### config.mk
export PLATFORM = sky130hd
export DESIGN_NAME = fc_weight_loader
export DESIGN_NICKNAME = d
export VERILOG_FILES = /design/src/rtl/fc_ctrl_pkg.sv /design/src/rtl/fc_frame_tracker.sv /design/src/rtl/fc_weight_loader.sv
export SDC_FILE = /design/constraint.sdc
export NUM_CORES = 1
export LEC_CHECK = 0
export ABC_CLOCK_PERIOD_IN_PS = 1820
export BUFFER_PORTS_ARGS = -buffer_cell sky130_fd_sc_hd__buf_4
export CAP_MARGIN = 30
export CORE_ASPECT_RATIO = 0.8
export CORE_UTILIZATION = 43
export CTS_CLUSTER_SIZE = 14
export DETAILED_ROUTE_END_ITERATION = 10
export PLACE_DENSITY = 0.76
export SLEW_MARGIN = 20
export SYNTH_ARGS = -nofsm -noshare
export SYNTH_HDL_FRONTEND = slang
export SYNTH_SLANG_ARGS = --single-unit
### constraint.sdc
create_clock -name clk -period 1.82 [get_ports clk]
set_input_delay 0.091 -clock clk [delete_from_list [all_inputs] [get_ports clk]]
set_output_delay 0.091 -clock clk [all_outputs]
set_load 0.02 [all_outputs]
### src/rtl/fc_ctrl_pkg.sv
// Shared types and helpers for the fully_connected_layer control blocks.
package fc_ctrl_pkg;

    typedef enum logic [2:0] {
        IDLE   = 3'd0,
        DRAIN  = 3'd1,
        LOAD_W = 3'd2,
        LOAD_B = 3'd3,
        DONE   = 3'd4
    } e_ld_state;

    // Words in one load image: every neuron ROM plus one bias per neuron.
    function automatic int unsigned fc_load_words(input int unsigned in_dim,
                                                  input int unsigned out_dim);
        return out_dim * (in_dim + 32'd1);
    endfunction

endpackage

### src/rtl/fc_frame_tracker.sv
// Tracks whether a sop..eop frame is in flight on a valid/ready pixel stream.
module fc_frame_tracker
    import fc_ctrl_pkg::*;
(
    input  logic clk,
    input  logic rst_n,
    input  logic clk_en,
    input  logic valid,
    input  logic ready,
    input  logic sop,
    input  logic eop,
    output logic in_frame
);

    logic in_frame_r;

    // Frame flag: eop wins, so a single-beat sop+eop frame leaves the flag clear.
    always_ff @(posedge clk) begin
        if (!rst_n) begin
            in_frame_r <= 1'b0;
        end else if (clk_en && valid && ready) begin
            if (eop) begin
                in_frame_r <= 1'b0;
            end else if (sop) begin
                in_frame_r <= 1'b1;
            end
        end
    end

    assign in_frame = in_frame_r;

endmodule

### src/rtl/fc_weight_loader.sv
// Streams a weight+bias image into fully_connected_layer and holds off pixel
// frames while a reload is pending or in progress.
module fc_weight_loader
    import fc_ctrl_pkg::*;
#(
    parameter int PIX_WIDTH     = 16,
    parameter int IN_DIMENSION  = 200,
    parameter int OUT_DIMENSION = 64
) (
    input  logic                               clk,
    input  logic                               rst_n,
    input  logic                               clk_en,
    input  logic                               load_req,
    input  logic [31:0]                        s_data,
    input  logic                               s_valid,
    input  logic                               s_last,
    output logic                               s_ready,
    output logic [31:0]                        weights_mem_in_data,
    output logic [$clog2(IN_DIMENSION)-1:0]    weights_mem_in_addr,
    output logic [$clog2(OUT_DIMENSION):0]     weights_mem_sel_addr,
    output logic                               weights_mem_in_fc_wr,
    input  logic [PIX_WIDTH-1:0]               up_data,
    input  logic                               up_valid,
    input  logic                               up_sop,
    input  logic                               up_eop,
    output logic                               up_ready,
    output logic [PIX_WIDTH-1:0]               fc_data,
    output logic                               fc_valid,
    output logic                               fc_sop,
    output logic                               fc_eop,
    input  logic                               fc_ready,
    output logic                               loaded,
    output logic                               load_done,
    output logic                               load_err
);

    localparam int AW = $clog2(IN_DIMENSION);
    localparam int SW = $clog2(OUT_DIMENSION) + 1;
    localparam logic [AW-1:0] ADDR_W_LAST = AW'(IN_DIMENSION - 1);
    localparam logic [AW-1:0] ADDR_B_LAST = AW'(OUT_DIMENSION - 1);
    localparam logic [SW-1:0] SEL_W_LAST  = SW'(OUT_DIMENSION - 1);
    localparam logic [SW-1:0] SEL_BIAS    = SW'(OUT_DIMENSION);

    e_ld_state     state_r;
    e_ld_state     state_nxt_s;
    logic [AW-1:0] addr_r;
    logic [SW-1:0] sel_r;
    logic          wr_r;
    logic [31:0]   wdata_r;
    logic [AW-1:0] waddr_r;
    logic [SW-1:0] wsel_r;
    logic          loaded_r;
    logic          load_done_r;
    logic          load_err_r;
    logic          in_frame_s;
    logic          loading_s;
    logic          accept_s;
    logic          last_word_s;
    logic          pass_en_s;

    assign loading_s   = (state_r == LOAD_W) || (state_r == LOAD_B);
    assign s_ready     = clk_en & loading_s;
    assign accept_s    = s_valid & s_ready;
    assign last_word_s = (sel_r == SEL_BIAS) && (addr_r == ADDR_B_LAST);

    // Frames already started may finish; no new frame starts once a reload is pending.
    assign pass_en_s = loaded_r & ~((state_r != IDLE) & ~in_frame_s);
    assign fc_valid  = up_valid & pass_en_s;
    assign up_ready  = fc_ready & pass_en_s;
    assign fc_data   = up_data;
    assign fc_sop    = up_sop;
    assign fc_eop    = up_eop;

    fc_frame_tracker u_frame_tracker (
        .clk      (clk),
        .rst_n    (rst_n),
        .clk_en   (clk_en),
        .valid    (up_valid),
        .ready    (up_ready),
        .sop      (up_sop),
        .eop      (up_eop),
        .in_frame (in_frame_s)
    );

    // Load sequencer next-state logic.
    always_comb begin
        state_nxt_s = state_r;
        case (state_r)
            IDLE:    if (load_req) state_nxt_s = DRAIN; else state_nxt_s = IDLE;
            DRAIN:   if (!in_frame_s && fc_ready) state_nxt_s = LOAD_W; else state_nxt_s = DRAIN;
            LOAD_W:  if (accept_s && sel_r == SEL_W_LAST && addr_r == ADDR_W_LAST) state_nxt_s = LOAD_B;
                     else state_nxt_s = LOAD_W;
            LOAD_B:  if (accept_s && last_word_s) state_nxt_s = DONE; else state_nxt_s = LOAD_B;
            DONE:    if (load_req) state_nxt_s = DRAIN; else state_nxt_s = IDLE;
            default: state_nxt_s = IDLE;
        endcase
    end

    // Load sequencer state register.
    always_ff @(posedge clk) begin
        if (!rst_n) begin
            state_r <= IDLE;
        end else if (clk_en) begin
            state_r <= state_nxt_s;
        end
    end

    // ROM/bias address counters; addr wraps when the neuron select advances.
    always_ff @(posedge clk) begin
        if (!rst_n) begin
            addr_r <= {AW{1'b0}};
            sel_r  <= {SW{1'b0}};
        end else if (clk_en) begin
            if (state_r == DRAIN) begin
                addr_r <= {AW{1'b0}};
                sel_r  <= {SW{1'b0}};
            end else if (accept_s) begin
                if (sel_r != SEL_BIAS && addr_r == ADDR_W_LAST) begin
                    addr_r <= {AW{1'b0}};
                    sel_r  <= sel_r + SW'(1);
                end else begin
                    addr_r <= addr_r + AW'(1);
                end
            end
        end
    end

    // Registered write port: one write per accepted word, one cycle later.
    always_ff @(posedge clk) begin
        if (!rst_n) begin
            wr_r    <= 1'b0;
            wdata_r <= 32'd0;
            waddr_r <= {AW{1'b0}};
            wsel_r  <= {SW{1'b0}};
        end else if (clk_en) begin
            wr_r <= accept_s;
            if (accept_s) begin
                wdata_r <= s_data;
                waddr_r <= addr_r;
                wsel_r  <= sel_r;
            end
        end
    end

    // Status flags: loaded, load_done pulse and sticky framing error.
    always_ff @(posedge clk) begin
        if (!rst_n) begin
            loaded_r    <= 1'b0;
            load_done_r <= 1'b0;
            load_err_r  <= 1'b0;
        end else if (clk_en) begin
            load_done_r <= (state_r == DONE);
            if (state_r == DONE) begin
                loaded_r <= 1'b1;
            end else if (state_r == DRAIN && state_nxt_s == LOAD_W) begin
                loaded_r <= 1'b0;
            end
            if (load_req && !loading_s) begin
                load_err_r <= 1'b0;
            end else if (accept_s && (s_last != last_word_s)) begin
                load_err_r <= 1'b1;
            end
        end
    end

    // A frozen cycle must never repeat a write, so the strobe is masked by clk_en.
    assign weights_mem_in_fc_wr = wr_r & clk_en;
    assign weights_mem_in_data  = wdata_r;
    assign weights_mem_in_addr  = waddr_r;
    assign weights_mem_sel_addr = wsel_r;
    assign loaded               = loaded_r;
    assign load_done            = load_done_r;
    assign load_err             = load_err_r;

endmodule

==> report_table.html <==
<table>
<tr><th>Metric</th><th>Value</th></tr>
<tr><th colspan="2">STA</th></tr>
<tr><td>Max_slew headroom</td><td>0.737</td></tr>
<tr><td>Post-layout min period</td><td>1.79 ns</td></tr>
<tr><td>Unrepaired setup endpoints after global routing</td><td>yes</td></tr>
<tr><td>Achievable clock frequency</td><td>558 MHz</td></tr>
<tr><td>Final hold slack</td><td>0.0398 ns</td></tr>
<tr><td>Final sum of negative setup slack</td><td>0 ns</td></tr>
<tr><td>Fin. max-slew vios</td><td>0</td></tr>
<tr><td>Clock Skews</td><td>0.00842 ns</td></tr>
<tr><td>Count of final setup violators</td><td>0</td></tr>
<tr><td>Final period util</td><td>0.984</td></tr>
<tr><td>Final count of hold timing violations</td><td>0</td></tr>
<tr><td>Worst-Margin Slew</td><td>0.389 ns</td></tr>
<tr><th colspan="2">Logic synthesis</th></tr>
<tr><td>Synthesized area divided by synthesized cell count</td><td>8.04 um^2</td></tr>
<tr><td>Yosys warns</td><td>0</td></tr>
<tr><td>Cells taking the most area after synthesis</td><td>dfxtp_1, nand2_1, a21oi_1</td></tr>
<tr><td>Post-synthesis cell type count</td><td>47</td></tr>
<tr><td>Post-synthesis net count</td><td>440</td></tr>
<tr><td>Netlist area before placement</td><td>3050 um^2</td></tr>
<tr><td>Count of state elements after synthesis</td><td>70</td></tr>
<tr><td>Most used DFF post-synth</td><td>dfxtp_1</td></tr>
<tr><td>Sequential element share of the synthesized area</td><td>0.460</td></tr>
<tr><td>Proportion of netlist area held by the largest area contributor</td><td>0.460</td></tr>
<tr><td>Synth Instances</td><td>379</td></tr>
<tr><td>Number of flops mapped to enable cells by yosys</td><td>0</td></tr>
<tr><td>Most area-hungry cell type in the Yosys netlist</td><td>dfxtp_1</td></tr>
<tr><td>Post-synth ARST share</td><td>0</td></tr>
<tr><th colspan="2">Placement</th></tr>
<tr><td>HPWL after detailed placement</td><td>5110 um</td></tr>
<tr><td>Cell Count Post-Placement</td><td>546</td></tr>
<tr><td># port buffers</td><td>97</td></tr>
<tr><td>Routability congestion estimate from global placement</td><td>0.815</td></tr>
<tr><th colspan="2">Status</th></tr>
<tr><td>Run status</td><td>complete, no violations</td></tr>
<tr><th colspan="2">Finish</th></tr>
<tr><td>Syn-to-layout area delta</td><td>46.1%</td></tr>
<tr><td>Non-filler cells in the finished layout</td><td>595</td></tr>
<tr><td>Fraction of final layout cells sized beyond drive strength 1</td><td>0.321</td></tr>
<tr><td>Final antenna diode count</td><td>0</td></tr>
<tr><td>NumNets Final</td><td>564</td></tr>
<tr><td>Number of filler instances in the final layout</td><td>583</td></tr>
<tr><th colspan="2">Detailed routing</th></tr>
<tr><td>Routed length on met3</td><td>502 um</td></tr>
<tr><td>Post-route DRC</td><td>0</td></tr>
<tr><td>Length of routed met2 wiring</td><td>3780 um</td></tr>
<tr><td>Avg WL per Cell</td><td>13.2 um</td></tr>
<tr><td>Top Metal Used</td><td>met4</td></tr>
<tr><td>Routed Antenna Nets</td><td>0</td></tr>
<tr><td>DR pass1 iterations</td><td>4</td></tr>
<tr><td>Initial drt markers</td><td>110</td></tr>
<tr><td>Routed metal-1 wire length</td><td>3430 um</td></tr>
<tr><td>Number of vias per cell after detailed routing</td><td>5.09</td></tr>
<tr><td>Vias after detailed routing</td><td>3,026</td></tr>
<tr><td>DRT Wirelength</td><td>7880 um</td></tr>
<tr><th colspan="2">Pwr</th></tr>
<tr><td>Switching component of the power</td><td>0.000778 W</td></tr>
<tr><td>Pwr/cell area</td><td>716 nW/um^2</td></tr>
<tr><td>Static leakage power</td><td>1.82 nW</td></tr>
<tr><td>Logic pwr share</td><td>0.115</td></tr>
<tr><td>Largest voltage drop on the vdd net</td><td>0.519 mV</td></tr>
<tr><td>Power share of the clock group</td><td>0.393</td></tr>
<tr><td>Cell-internal power</td><td>0.00241 W</td></tr>
<tr><td>Switch share</td><td>0.244</td></tr>
<tr><td>Share of total power in sequential cells</td><td>0.492</td></tr>
<tr><th colspan="2">Min path</th></tr>
<tr><td>Class of the tightest hold or removal check</td><td>in2reg</td></tr>
<tr><td>End point of the most critical hold path</td><td>sel_r[0]</td></tr>
<tr><td>Cell depth of the worst min-delay path</td><td>3</td></tr>
<tr><td>Beginning of the worst hold path</td><td>rst_n</td></tr>
<tr><th colspan="2">Critical path</th></tr>
<tr><td>Family of cells with the greatest summed delay on the critical path</td><td>compound AO/OA/AOI/OAI gates</td></tr>
<tr><td>Slowest cell on crit path</td><td>or3b_4</td></tr>
<tr><td>Critical path buffers and inverters</td><td>1</td></tr>
<tr><td>Largest fanout on the critical path</td><td>5</td></tr>
<tr><td>R2R Setup Slk</td><td>0.03 ns</td></tr>
<tr><td>Critical Path Sink Type</td><td>flop</td></tr>
<tr><td>Worst reg2reg path startpoint</td><td>addr_r[2]</td></tr>
<tr><td>Reg2Reg Capture Point</td><td>sel_r[5]</td></tr>
<tr><td>Critical path type</td><td>reg2reg</td></tr>
<tr><td>Startpoint class of the critical path</td><td>flop</td></tr>
<tr><td>Critical path, cell by cell</td><td>or3b_4 &gt; a211o_1 &gt; buf_4 &gt; a211oi_4 &gt; mux2i_1</td></tr>
<tr><td>Req. time, crit path</td><td>2.09 ns</td></tr>
<tr><td>FF-to-FF path depth</td><td>5</td></tr>
<tr><td>Largest stage delay on the critical path</td><td>0.40 ns</td></tr>
<tr><td>Data arrival time of the worst path</td><td>2.06 ns</td></tr>
<tr><th colspan="2">Floorplanning</th></tr>
<tr><td>Die height</td><td>77.3 um</td></tr>
<tr><td>Effective utilization at floorplan</td><td>0.444</td></tr>
<tr><td>Total core area</td><td>6860 um^2</td></tr>
<tr><td>Total die area</td><td>7430 um^2</td></tr>
<tr><td>Horizontal die dimension</td><td>96.1 um</td></tr>
<tr><td>Number of rows created at floorplan</td><td>27</td></tr>
<tr><td>Top-level port count</td><td>130</td></tr>
<tr><th colspan="2">Global routing</th></tr>
<tr><td>GRT Util Overall</td><td>0.219</td></tr>
<tr><td>Remaining Overflow, GRT</td><td>0</td></tr>
<tr><td>Number of antenna violations at the first check in global routing</td><td>0</td></tr>
<tr><td>Maximum number of pins on one net before global-route repair</td><td>38</td></tr>
<tr><td>Via count of the first global-routing pass</td><td>2,805</td></tr>
<tr><td>First-pass GRT wire length</td><td>12,600 um</td></tr>
<tr><th colspan="2">Clock tree</th></tr>
<tr><td>H-tree depth reported by CTS</td><td>3</td></tr>
<tr><td>Clock latency on the worst-skew pair</td><td>0.35 ns</td></tr>
<tr><td>Number of buffers created by CTS</td><td>9</td></tr>
<tr><td>Max Buffers Root-to-Sink</td><td>2</td></tr>
<tr><td>Clock edge transition at the registers on the reported setup and hold paths</td><td>0.07 ns</td></tr>
<tr><td>Post-CTS repair timing setup buffer count</td><td>0</td></tr>
<tr><td>CTS tree</td><td>done</td></tr>
<tr><td># clock sinks</td><td>70</td></tr>
<tr><td>CTS Root Buffer Type</td><td>clkbuf_8</td></tr>
<tr><th colspan="2">Job</th></tr>
<tr><td>Maximum capacitance violations</td><td>0</td></tr>
</table>
-- tightest hold or removal path, delay by kind of cell --
| family | cells | cell delay (ns) |
|---|---|---|
| buffers and inverters | 1 | 0.14 |
| AND/OR/NAND/NOR | 1 | 0.06 |
| multiplexers | 1 | 0.05 |
-- power groups by stage --
stage / clock network [W] / logic (W) / registers [W]
2_1_floorplan: 0 / 0.000180 / 0.00162
3_3_place_gp: 0 / 0.000296 / 0.00160
3_5_place_dp: 0 / 0.000300 / 0.00160
4_1_cts: 0.00130 / 0.000357 / 0.00157
5_1_grt: 0.00134 / 0.000398 / 0.00157
6_report: 0.00125 / 0.000366 / 0.00157
-- kinds of logic after synthesis --
kind of cell	Yosys count	share of synthesized area
simple gates	169	0.258
compound gates	75	0.140
flops	70	0.460
buf+inv	47	0.0834
mux	8	0.0267
xor+xnor	7	0.0201
fa+ha+maj	3	0.0123
-- per-stage QoR --
| stage | util | total power [W] | setup WS (ns) | cell area (um^2) |
|---|---|---|---|---|
| global route | 0.649 | 0.00331 | -0.0358 | 4450 |
| CTS | 0.641 | 0.00323 | 0.0344 | 4400 |
| global placement | 0.565 | 0.00190 | 0.0806 | 3870 |
| detailed placement | 0.565 | 0.00190 | 0.00725 | 3870 |
| floorplan | - | 0.00180 | 0.0138 | 3050 |
| finish | 0.649 | 0.00318 | 0.0294 | 4450 |
-- synth_stat cells (3+ instances only) --
library cell	count
nand2b_1	6
nand3_1	10
buf_4	18
nand2_1	108
nand4_1	7
and2_1	4
o21ai_0	5
nor3_1	8
nor2_1	4
clkbuf_1	21
a21oi_1	52
xor2_1	7
inv_1	3
a31oi_1	5
ha_1	3
a211oi_1	3
dfxtp_1	70
nor2b_1	4
mux2i_1	7
-- how the worst max path moves through the flow --
stage,startpoint,to,slack [ns],depth (start not counted)
global route,addr_r[3],sel_r[1],-0.04,6
detailed placement,addr_r[1],sel_r[5],0.007,6
CTS,addr_r[1],sel_r[1],0.03,7
global placement,sel_r[4],addr_r[7],0.08,4
floorplan,sel_r[0],sel_r[6],0.01,7
finish,addr_r[2],sel_r[5],0.03,5
-- registers in the layout (all words and copies together), names as in the netlist --
| name | cells |
|---|---|
| weights_mem_sel_addr | 7 |
| sel_r | 7 |
| wr_r | 1 |
| weights_mem_in_addr | 8 |
| state_r | 3 |
| load_err | 1 |
| u_frame_tracker.in_frame | 1 |
| loaded | 1 |
| load_done | 1 |
| weights_mem_in_data | 32 |
| addr_r | 8 |
-- placed cells by master (no fill, tap or decap), types with 2 or more instances in the layout --
cell type	n
dfxtp_1	66
mux2i_1	7
nor2b_1	3
o21ai_0	5
dlygate4sd3_1	32
xor2_1	7
a21oi_1	52
nand2b_1	6
clkbuf_8	10
nand4_1	7
a41oi_1	2
buf_4	120
clkinv_2	3
o21bai_1	2
nand2_1	107
buf_12	2
inv_1	3
nor3b_1	2
nor2_1	4
ha_1	2
dfxtp_2	4
and2_1	4
nor3_1	8
nand3_1	9
o211a_1	2
a31oi_1	5
and3_2	2
a211oi_2	2
-- final cells by class --
type / instances / area, um^2 / share of cell area
clock buffer: 10 / 138 / 0.0309
clock inverter: 6 / 61.3 / 0.0138
inverter: 4 / 15.0 / 0.00337
multi-input combinational: 262 / 1440 / 0.324
sequential: 70 / 1410 / 0.316
tap: 87 / 109 / 0.0245
timing repair buffer: 156 / 1280 / 0.287
-- per-layer routing --
metal  vias up  GRT usage
met5         -          0
met4         0     0.0955
met3        22     0.0675
met2       104      0.370
met1      1387      0.250
li1       1513          -
-- repair_timing --
item,in CTS,in global routing
hold buffers,32,0
endpoints found under the setup margin,1,9
endpoints found under the hold margin,32,0
resized for setup,1,12
pin swaps,0,2
cloned,0,1
(Power assumes the default switching activity.)
